**src/rtl/lfsr_pkg.sv**
```systemverilog
// Shared definitions for the 8-bit Fibonacci PRBS and its sharing controller.
// Contents: PRBS width and tap mask, single-step function, controller state enum.
package lfsr_pkg;

  localparam int unsigned LFSR_W = 8;

  // Taps at bits 7,5,4,3; the register shifts toward the MSB and feedback enters bit 0.
  localparam logic [LFSR_W-1:0] LFSR_TAPS = 8'hB8;

  typedef enum logic {
    IDLE = 1'b0,
    STEP = 1'b1
  } state_t;

  // One PRBS advance.
  function automatic logic [LFSR_W-1:0] lfsr8_next(input logic [LFSR_W-1:0] v);
    return {v[LFSR_W-2:0], ^(v & LFSR_TAPS)};
  endfunction

endpackage

```
**src/rtl/lfsr_share_ctrl_if.sv**
```systemverilog
// Request/grant bus between the PRBS sharing controller and its consumers.
// master: consumer side (drives req, seed_load, seed; receives gnt, rdata, busy)
// slave : controller side
interface lfsr_share_ctrl_if #(
  parameter int unsigned NREQ = 4
);

  logic [NREQ-1:0]             req;
  logic [NREQ-1:0]             gnt;
  logic [lfsr_pkg::LFSR_W-1:0] rdata;
  logic                        seed_load;
  logic [lfsr_pkg::LFSR_W-1:0] seed;
  logic                        busy;

  modport master (output req, seed_load, seed, input gnt, rdata, busy);
  modport slave  (input req, seed_load, seed, output gnt, rdata, busy);

endinterface

```
**src/rtl/rr_pick.sv**
```systemverilog
// Combinational round-robin winner select.
// Ports: req (request levels), ptr (highest-priority index),
//        onehot/index (first set req bit at or above ptr, wrapping), any (|req).
module rr_pick #(
  parameter  int unsigned NREQ  = 4,
  localparam int unsigned IDX_W = (NREQ > 1) ? $clog2(NREQ) : 1
) (
  input  logic [NREQ-1:0]  req,
  input  logic [IDX_W-1:0] ptr,
  output logic [NREQ-1:0]  onehot,
  output logic [IDX_W-1:0] index,
  output logic             any
);

  logic [IDX_W-1:0] cand;
  logic             found;

  // Scan upward from ptr with wrap; the first set bit wins.
  always_comb begin
    onehot = '0;
    index  = '0;
    found  = 1'b0;
    cand   = '0;
    for (int unsigned k = 0; k < NREQ; k++) begin
      cand = IDX_W'((32'(ptr) + k) % NREQ);
      if (!found && req[cand]) begin
        found        = 1'b1;
        onehot[cand] = 1'b1;
        index        = cand;
      end
    end
  end

  assign any = |req;

endmodule

```
**src/rtl/lfsr_share_ctrl.sv**
```systemverilog
// Owns an 8-bit PRBS register and hands out bytes to NREQ requesters by round robin.
// Ports: CLK, RESETN (async active-low), bus (slave side of lfsr_share_ctrl_if):
//   req in, gnt out (one-cycle one-hot pulse), rdata out (byte sent with gnt),
//   seed_load/seed in (reseed, zero maps to 8'h01), busy out (high in STEP).
module lfsr_share_ctrl
  import lfsr_pkg::*;
#(
  parameter int unsigned       NREQ     = 4,
  parameter int unsigned       STEPS    = 8,
  parameter logic [LFSR_W-1:0] SEED_RST = 8'h01
) (
  input  logic             CLK,
  input  logic             RESETN,
  lfsr_share_ctrl_if.slave bus
);

  localparam int unsigned IDX_W = (NREQ > 1) ? $clog2(NREQ) : 1;
  localparam int unsigned CNT_W = 8;

  state_t             state_q, state_d;
  logic [LFSR_W-1:0]  lfsr_q, lfsr_d;
  logic [IDX_W-1:0]   ptr_q, ptr_d;
  logic [CNT_W-1:0]   cnt_q, cnt_d;
  logic [NREQ-1:0]    gnt_q, gnt_d;
  logic [LFSR_W-1:0]  rdata_q, rdata_d;
  logic               busy_q, busy_d;

  logic [NREQ-1:0]    win_oh;
  logic [IDX_W-1:0]   win_idx;
  logic               win_any;
  logic [LFSR_W-1:0]  seed_safe;

  rr_pick #(.NREQ(NREQ)) u_rr_pick (
    .req    (bus.req),
    .ptr    (ptr_q),
    .onehot (win_oh),
    .index  (win_idx),
    .any    (win_any)
  );

  // An all-zero seed would lock the PRBS, so it is replaced by 8'h01.
  assign seed_safe = (bus.seed == '0) ? LFSR_W'(1) : bus.seed;

  // Next-state and output decode.
  always_comb begin
    state_d = state_q;
    lfsr_d  = lfsr_q;
    ptr_d   = ptr_q;
    cnt_d   = cnt_q;
    gnt_d   = '0;
    rdata_d = rdata_q;
    case (state_q)
      IDLE: begin
        if (bus.seed_load) begin
          lfsr_d = seed_safe;
        end else if (win_any) begin
          gnt_d   = win_oh;
          rdata_d = lfsr_q;
          lfsr_d  = lfsr8_next(lfsr_q);
          ptr_d   = (win_idx == IDX_W'(NREQ - 1)) ? '0 : win_idx + IDX_W'(1);
          if (STEPS > 1) begin
            state_d = STEP;
            cnt_d   = CNT_W'(STEPS - 1);
          end
        end
      end
      STEP: begin
        if (bus.seed_load) begin
          lfsr_d  = seed_safe;
          cnt_d   = '0;
          state_d = IDLE;
        end else begin
          lfsr_d = lfsr8_next(lfsr_q);
          cnt_d  = cnt_q - CNT_W'(1);
          if (cnt_q == CNT_W'(1)) begin
            state_d = IDLE;
          end
        end
      end
      default: state_d = IDLE;
    endcase
    busy_d = (state_d == STEP);
  end

  // State and output registers.
  always_ff @(posedge CLK or negedge RESETN) begin
    if (!RESETN) begin
      state_q <= IDLE;
      lfsr_q  <= SEED_RST;
      ptr_q   <= '0;
      cnt_q   <= '0;
      gnt_q   <= '0;
      rdata_q <= '0;
      busy_q  <= 1'b0;
    end else begin
      state_q <= state_d;
      lfsr_q  <= lfsr_d;
      ptr_q   <= ptr_d;
      cnt_q   <= cnt_d;
      gnt_q   <= gnt_d;
      rdata_q <= rdata_d;
      busy_q  <= busy_d;
    end
  end

  assign bus.gnt   = gnt_q;
  assign bus.rdata = rdata_q;
  assign bus.busy  = busy_q;

endmodule

```
**src/flat_wrapper.sv**
```systemverilog
// flat-port wrapper written by rule: the top's interface ports become plain ports
module lfsr_share_ctrl_flat import lfsr_pkg::*;
#(
  parameter int unsigned       NREQ     = 4,
  parameter int unsigned       STEPS    = 8,
  parameter logic [LFSR_W-1:0] SEED_RST = 8'h01
)
  (CLK, RESETN, bus_req, bus_seed_load, bus_seed, bus_gnt, bus_rdata, bus_busy);
  lfsr_share_ctrl_if #(.NREQ(NREQ)) bus_i ();
  input  logic CLK;
  input  logic RESETN;
  input wire logic [$bits(bus_i.req)-1:0] bus_req;
  input wire logic [$bits(bus_i.seed_load)-1:0] bus_seed_load;
  input wire logic [$bits(bus_i.seed)-1:0] bus_seed;
  output wire logic [$bits(bus_i.gnt)-1:0] bus_gnt;
  output wire logic [$bits(bus_i.rdata)-1:0] bus_rdata;
  output wire logic [$bits(bus_i.busy)-1:0] bus_busy;
  assign bus_i.req = bus_req;
  assign bus_i.seed_load = bus_seed_load;
  assign bus_i.seed = bus_seed;
  assign bus_gnt = bus_i.gnt;
  assign bus_rdata = bus_i.rdata;
  assign bus_busy = bus_i.busy;
  lfsr_share_ctrl #(.NREQ(NREQ), .STEPS(STEPS), .SEED_RST(SEED_RST)) u_core (.CLK(CLK), .RESETN(RESETN), .bus(bus_i));
endmodule
```
**config.mk**
```make
export PLATFORM = sky130hd
export DESIGN_NAME = lfsr_share_ctrl_flat
export DESIGN_NICKNAME = d
export VERILOG_FILES = /design/src/rtl/lfsr_pkg.sv /design/src/rtl/lfsr_share_ctrl_if.sv /design/src/rtl/rr_pick.sv /design/src/rtl/lfsr_share_ctrl.sv /design/src/flat_wrapper.sv
export SDC_FILE = /design/constraint.sdc
export NUM_CORES = 1
export LEC_CHECK = 0
export CELL_PAD_IN_SITES_DETAIL_PLACEMENT = 1
export CELL_PAD_IN_SITES_GLOBAL_PLACEMENT = 1
export CORE_MARGIN = 2
export CORE_UTILIZATION = 37
export DETAILED_ROUTE_END_ITERATION = 10
export PLACE_DENSITY = 0.83
export SKIP_LAST_GASP = 1
export SLEW_MARGIN = 10
export SYNTH_ARGS = -nofsm -noshare
export SYNTH_HDL_FRONTEND = slang
export SYNTH_SLANG_ARGS = --single-unit
```
**constraint.sdc**
```tcl
create_clock -name CLK -period 2.2 [get_ports CLK]
set_clock_uncertainty 0.05 [all_clocks]
set_input_delay 0.66 -clock CLK [delete_from_list [all_inputs] [get_ports CLK]]
set_output_delay 0.66 -clock CLK [all_outputs]
set_load 0.02 [all_outputs]
```
Yosys cells after proc, flatten, opt, wreduce, memory -nomap -nowiden
Cells that the tools add are included.
- input port bits: 15
- output and inout port bits: 13
- logic and storage cells: 89
- bits in registers: 31
- eq/ne operators: 5
- $add $sub $neg: 5
- order comparisons: 8
- muxes and demuxes: 45
- reduce and logical (&&, ||, !) cells: 15
- bitwise gates (word level): 5
- operator list (operator ; count):
    8-bit 2-to-1 mux ; 7
    8-bit case mux with 2 select lines ; 2
    4-bit 2-to-1 mux ; 7
    1-bit 2-to-1 mux ; 15
    2-bit by 3-bit < comparator with 1-bit output (second input constant) ; 4
    4-bit OR ; 3
    2-bit 2-to-1 mux ; 5
    1-bit binary-select mux with 2-bit select ; 4
    1-bit demux with 2-bit select ; 4
    8-bit by 1-bit == test with 1-bit output (second input constant) ; 1
    2-bit by 1-bit >= comparator with 1-bit output (second input constant) ; 4
    8-bit logical NOT ; 1
    8-bit parity ; 1
    8-bit by 1-bit subtractor with 8-bit output (second input constant) ; 1
    1-bit logical AND ; 7
    2-bit by 1-bit adder with 2-bit output (second input constant) ; 2
    2-bit adder (second input constant) ; 2
    2-bit inequality test (second input constant) ; 2
    4-bit OR reduction ; 1
    1-bit logical NOT ; 3
    3-bit inequality test (second input constant) ; 1
    3-bit AND reduction ; 1
    2-bit == test (second input constant) ; 1
    1-bit NOT ; 2
    other kinds (2) ; 2

Depth between registers and ports, before layout
- depth in word-level cells: 15
- depth in mapped cells: 11
- mapped depth without buffers: 8

By module
A second synthesis with hierarchy kept.
- cells, all modules: 176
- area total of the unflattened synthesis: 1848.0 um2
- by module, submodules not included (module ; cells an instance ; area an instance (um2) ; instances ; sequential area each (um2)):
    lfsr_share_ctrl ; 127 ; 1436.4 ; 1 ; 777.0
    rr_pick ; 49 ; 411.6 ; 1 ; 0.0

Worst setup path after synthesis
No wires, ideal clock.
- path kind: reg-to-reg
- from: register u_core.ptr_q[0]
- to: register u_core.ptr_q[1]
- data arrival time: 2186 ps
- path slack: -157 ps
- clock period less this slack: 2357 ps
- library setup time: 121 ps
- path buffers: 3
- data required time: 2029 ps
- cell stages (with the launch flop): 12
- cell sequence: dfrtp_1 > buf_6 > buf_6 > inv_1 > ha_1 > buf_6 > nor3_1 > or3b_1 > nand3_2 > o31ai_2 > xnor2_1 > o21ai_1
- longest elaborated chain between the ends: 14
- elaborated cells on any way between the ends: 27
- classes of those cells: add/sub (4); eq/ne (1); mux (16); reduce/logical (6)
- ends and longest elaborated chain (what ; line ; RTL):
    from (decl) ; lfsr_share_ctrl.sv:22 ; logic [IDX_W-1:0] ptr_q, ptr_d;
    from (signal assigned) ; lfsr_share_ctrl.sv:98 ; ptr_q <= ptr_d;
    parallel branches: the longest is 11 deep, another holds 2-bit by 1-bit adder with 2-bit output ; n/a ;
    2-bit 2-to-1 mux (*) ; rr_pick.sv:26 ; if (!found && req[cand]) begin
    2-bit by 1-bit adder with 2-bit output or 2-bit == test (tied branches) ; lfsr_share_ctrl.sv:60 ; ptr_d = (win_idx == IDX_W'(NREQ - 1)) ? '0 : win_idx + IDX_W'(1);
    2-bit 2-to-1 mux (*) ; lfsr_share_ctrl.sv:60 ;
Every way passes the cells marked *. The select of a mux whose other input is x is not followed.
A chain may end at the register's enable or synchronous reset.

Worst setup path in the final report
- from: input port bus_req[1]
- to: register u_core.ptr_q[1]
- longest elaborated chain between the ends: 14
- elaborated cells on any way between the ends: 26
- classes of those cells: add/sub (1); eq/ne (1); mux (16); reduce/logical (8)
- ends and longest elaborated chain (what ; line ; RTL):
    from (decl) ; flat_wrapper.sv:12 ; input wire logic [$bits(bus_i.req)-1:0] bus_req;
    1-bit binary-select mux with 2-bit select ; rr_pick.sv:26 ;
    1-bit 2-to-1 mux (implied by the code) ; rr_pick.sv:26 ;
    1-bit 2-to-1 mux ; rr_pick.sv:26 ;
    1-bit logical NOT ; rr_pick.sv:26 ;
    1-bit logical AND ; rr_pick.sv:26 ;
    1-bit 2-to-1 mux ; rr_pick.sv:26 ;
    1-bit logical NOT ; rr_pick.sv:26 ;
    1-bit logical AND ; rr_pick.sv:26 ;
    1-bit 2-to-1 mux ; rr_pick.sv:26 ;
    1-bit logical NOT ; rr_pick.sv:26 ;
    1-bit logical AND ; rr_pick.sv:26 ;
    2-bit 2-to-1 mux ; rr_pick.sv:26 ;
    2-bit by 1-bit adder with 2-bit output or 2-bit == test (tied branches) ; lfsr_share_ctrl.sv:60 ;
    2-bit 2-to-1 mux ; lfsr_share_ctrl.sv:60 ;
Parallel ways exist; a longest one is shown, timed or not. The select of a mux whose other input is x is not followed.

==> out/results.txt <==
Req. time, crit path - 2320 ps
Syn Inst Count - 215
DP Worst Slack - -349 ps
Synthesized cell area - 1980 um2
Total Wirelength - 5150 um
Final hold violation count - 0
Die Wd - 77.1 um
Slew @ Worst Pin - 383 ps
Critical-path cell list - dlygate4sd2_1 -> buf_4 -> nor3_2 -> or3b_1 -> nand3_4 -> o31ai_2 -> xnor2_1 -> o21ai_1
Leak - 1.16 nW
Number of synthesized flops with an enable pin - 0
Arrival time worst endpoint - 2160 ps
Yosys warning total - 0
Worst hold slack - 430 ps
Die Ht - 77.1 um
Root Driver - clkbuf_8
DR pass1 iterations - 4
CTS Buffer Depth - 2
Routed Antenna Nets - 0
#FFs+latches synth - 31
Num CTS Buffers - 5
Largest net degree at the start of global routing - 32
CTS clk-pin slew, worst paths - 70 ps
Critical path capture point type - flip-flop
GR met3 Demand/Resource - 0.0365
Distinct cell type count after synthesis - 48
# H-tree levels - 2
FILL cells - 614
F_max - 0.490 GHz
# rows - 26
Endpoints failing setup - 0
Final Max Tran Viols - 0
Skew-Pair Late Insertion Delay - 280 ps
Ports - 28
Via count of the first global-routing pass - 1945
Post-DP HPWL - 3760 um
Slowest stage cell, crit path - or3b_1
Share of layout cells above drive strength 1 - 0.199
Synth async-reset ratio - 1.00
Mapped Nets - 240
GRT Total Usage - 0.187
Antenna diodes - 0
Final worst setup slack - 158 ps
Worst path buffer plus inverter count - 2
TritonCTS clock tree - done
First-pass GRT wire length - 8880 um
Grt met1 use - 0.229
DR DRC count - 0
Critical path class - input port to flip-flop
Grt ovf - 0
Syn-to-layout area delta - 31.6%
RSZ-0062 raised after global routing - false
Startpoint Class - input port
Met2 usage - 0.322
Total clock sinks - 31
Pwr/cell area - 1190 nW/um2
Kind of cell adding the most delay to the critical path - simple AND/OR/NAND/NOR gates
Seq/Total Area, Yosys - 0.393
Max cap viols - 0
CORE AREA - 5140 um2
Vias/cell - 5.28
GPL Wtd Cong - 0.813
CP max stage delay - 410 ps
Final Cycle Share - 0.928
Initial Util - 0.385
VDD IR-drop max - 0.000621 V
DRT iter0 DRCs - 40
Post_cts resized - 3
CP max FO - 7
Die area - 5940 um2
# hold bufs at CTS - 0
Ys flop type - dfrtp_1
Total Nets Final - 290
Antenna violations before repair - 0
Overall power - 3.09 mW
Vias - 1774
Hold WC Path Type - flip-flop to flip-flop
Global routing's busiest layer - met2
Per-cell routed wire length - 15.3 um
Fin cells - 336
Outcome - complete, no violations
Post-CTS Repair Setup Buffers - 0
Placed cells - 328
Min Tclk post-route - 2040 ps
Final core utilization - 0.506
I/O Buffers - 27
Relative slew slack - 0.744
Avg Cell Area, Syn - 9.19 um2
[path summary, 6_finish.rpt]
| path | from | to | slack (ps) | cells after the start |
|---|---|---|---|---|
| max | bus_req[1] | u_core.ptr_q[1] | 160 | 8 |
| min | u_core.bus.rdata[3] | u_core.bus.rdata[3] | 430 | 2 |
| max reg2reg | u_core.ptr_q[0] | u_core.ptr_q[1] | 180 | 8 |
| min reg2reg | u_core.bus.rdata[3] | u_core.bus.rdata[3] | 430 | 2 |
| max in group asynchronous | RESETN | u_core.lfsr_q[0] | 1070 | 2 |
| min in group asynchronous | RESETN | u_core.bus.rdata[0] | 720 | 2 |
[cell families after synthesis]
| logic type | count (synthesis) | share of synthesized area |
|---|---|---|
| buf+inv | 21 | 0.0709 |
| simple gates | 86 | 0.206 |
| compound gates | 49 | 0.160 |
| xor+xnor | 7 | 0.0310 |
| flops | 31 | 0.393 |
| mux | 11 | 0.0753 |
| fa+ha+maj | 10 | 0.0633 |
[final cells by class]
cell class	instances	area [um2]	area share
repair buffers	56	487	0.187
well taps	70	87.6	0.0337
clock inverters	2	35.0	0.0135
inverters	8	35.0	0.0135
multi-input cells	163	1100	0.422
clock buffers	6	82.6	0.0317
flip-flops and latches	31	778	0.299
[cells in the final DEF (no fill, tap or decap), drive strengths merged, types with 5 or more instances in the layout]
| master | count |
|---|---|
| buf | 29 |
| o21ai | 16 |
| ha | 10 |
| xnor2 | 5 |
| inv | 8 |
| a21oi | 11 |
| clkbuf | 6 |
| dfrtp | 30 |
| mux2i | 7 |
| clkdlybuf4s50 | 23 |
| nor2 | 26 |
| nand2 | 33 |
[synth_stat cells, types with 2 or more instances]
library cell | instances | share of area
mux2i_1 | 7 | 0.035
nor2_1 | 26 | 0.049
buf_6 | 6 | 0.034
a221oi_1 | 4 | 0.018
dfrtp_1 | 30 | 0.38
nor3b_1 | 2 | 0.0076
a22oi_1 | 4 | 0.015
nand4b_1 | 2 | 0.0089
a31oi_1 | 4 | 0.013
nor2b_1 | 2 | 0.0063
ha_1 | 10 | 0.063
buf_4 | 4 | 0.015
nand2b_1 | 2 | 0.0063
or3_1 | 2 | 0.0063
a21oi_1 | 11 | 0.028
mux4_2 | 3 | 0.034
nand2_1 | 33 | 0.063
xor2_1 | 2 | 0.0089
xnor2_1 | 5 | 0.022
nor3_1 | 4 | 0.010
nor4_1 | 4 | 0.013
o21ai_0 | 15 | 0.038
inv_1 | 8 | 0.015
[worst register-to-register path: cells and delay by family, from the launching register on]
family	cells	cell delay [ps]
AOI/OAI and AO/OA	2	170
xor gates and xnor gates	1	160
adders and majority gates	1	230
buffers and inverters	1	80
DFF	1	470
and+or+nand+nor	3	730
[stage by stage]
step                      cell area [um2]  setup TNS, ps
after floorplan                      2000              0
after global placement               2460          -5130
after detailed placement             2460          -6970
after CTS                            2580          -4.01
after global routing                 2600              0
final                                2600              0
[per-layer routing]
metal	up-vias	routed length [um]
met1	879	2250
met2	24	2670
met4	0	93
met3	9	129
met5	-	0
li1	862	-
[power breakdown]
group	total (mW)	switching, mW	internal, mW
sequential	0.894	0.153	0.741
combinational	1.61	0.859	0.755
clock	0.583	0.217	0.366
[registers in the layout, indices dropped and copies added (netlist names)]
register and flops:
u_core.bus.rdata 8, u_core.cnt_q 8, u_core.lfsr_q 8, u_core.bus.gnt 4, u_core.ptr_q 2, u_core.state_q 1
Power figures use the tool's default switching activity.
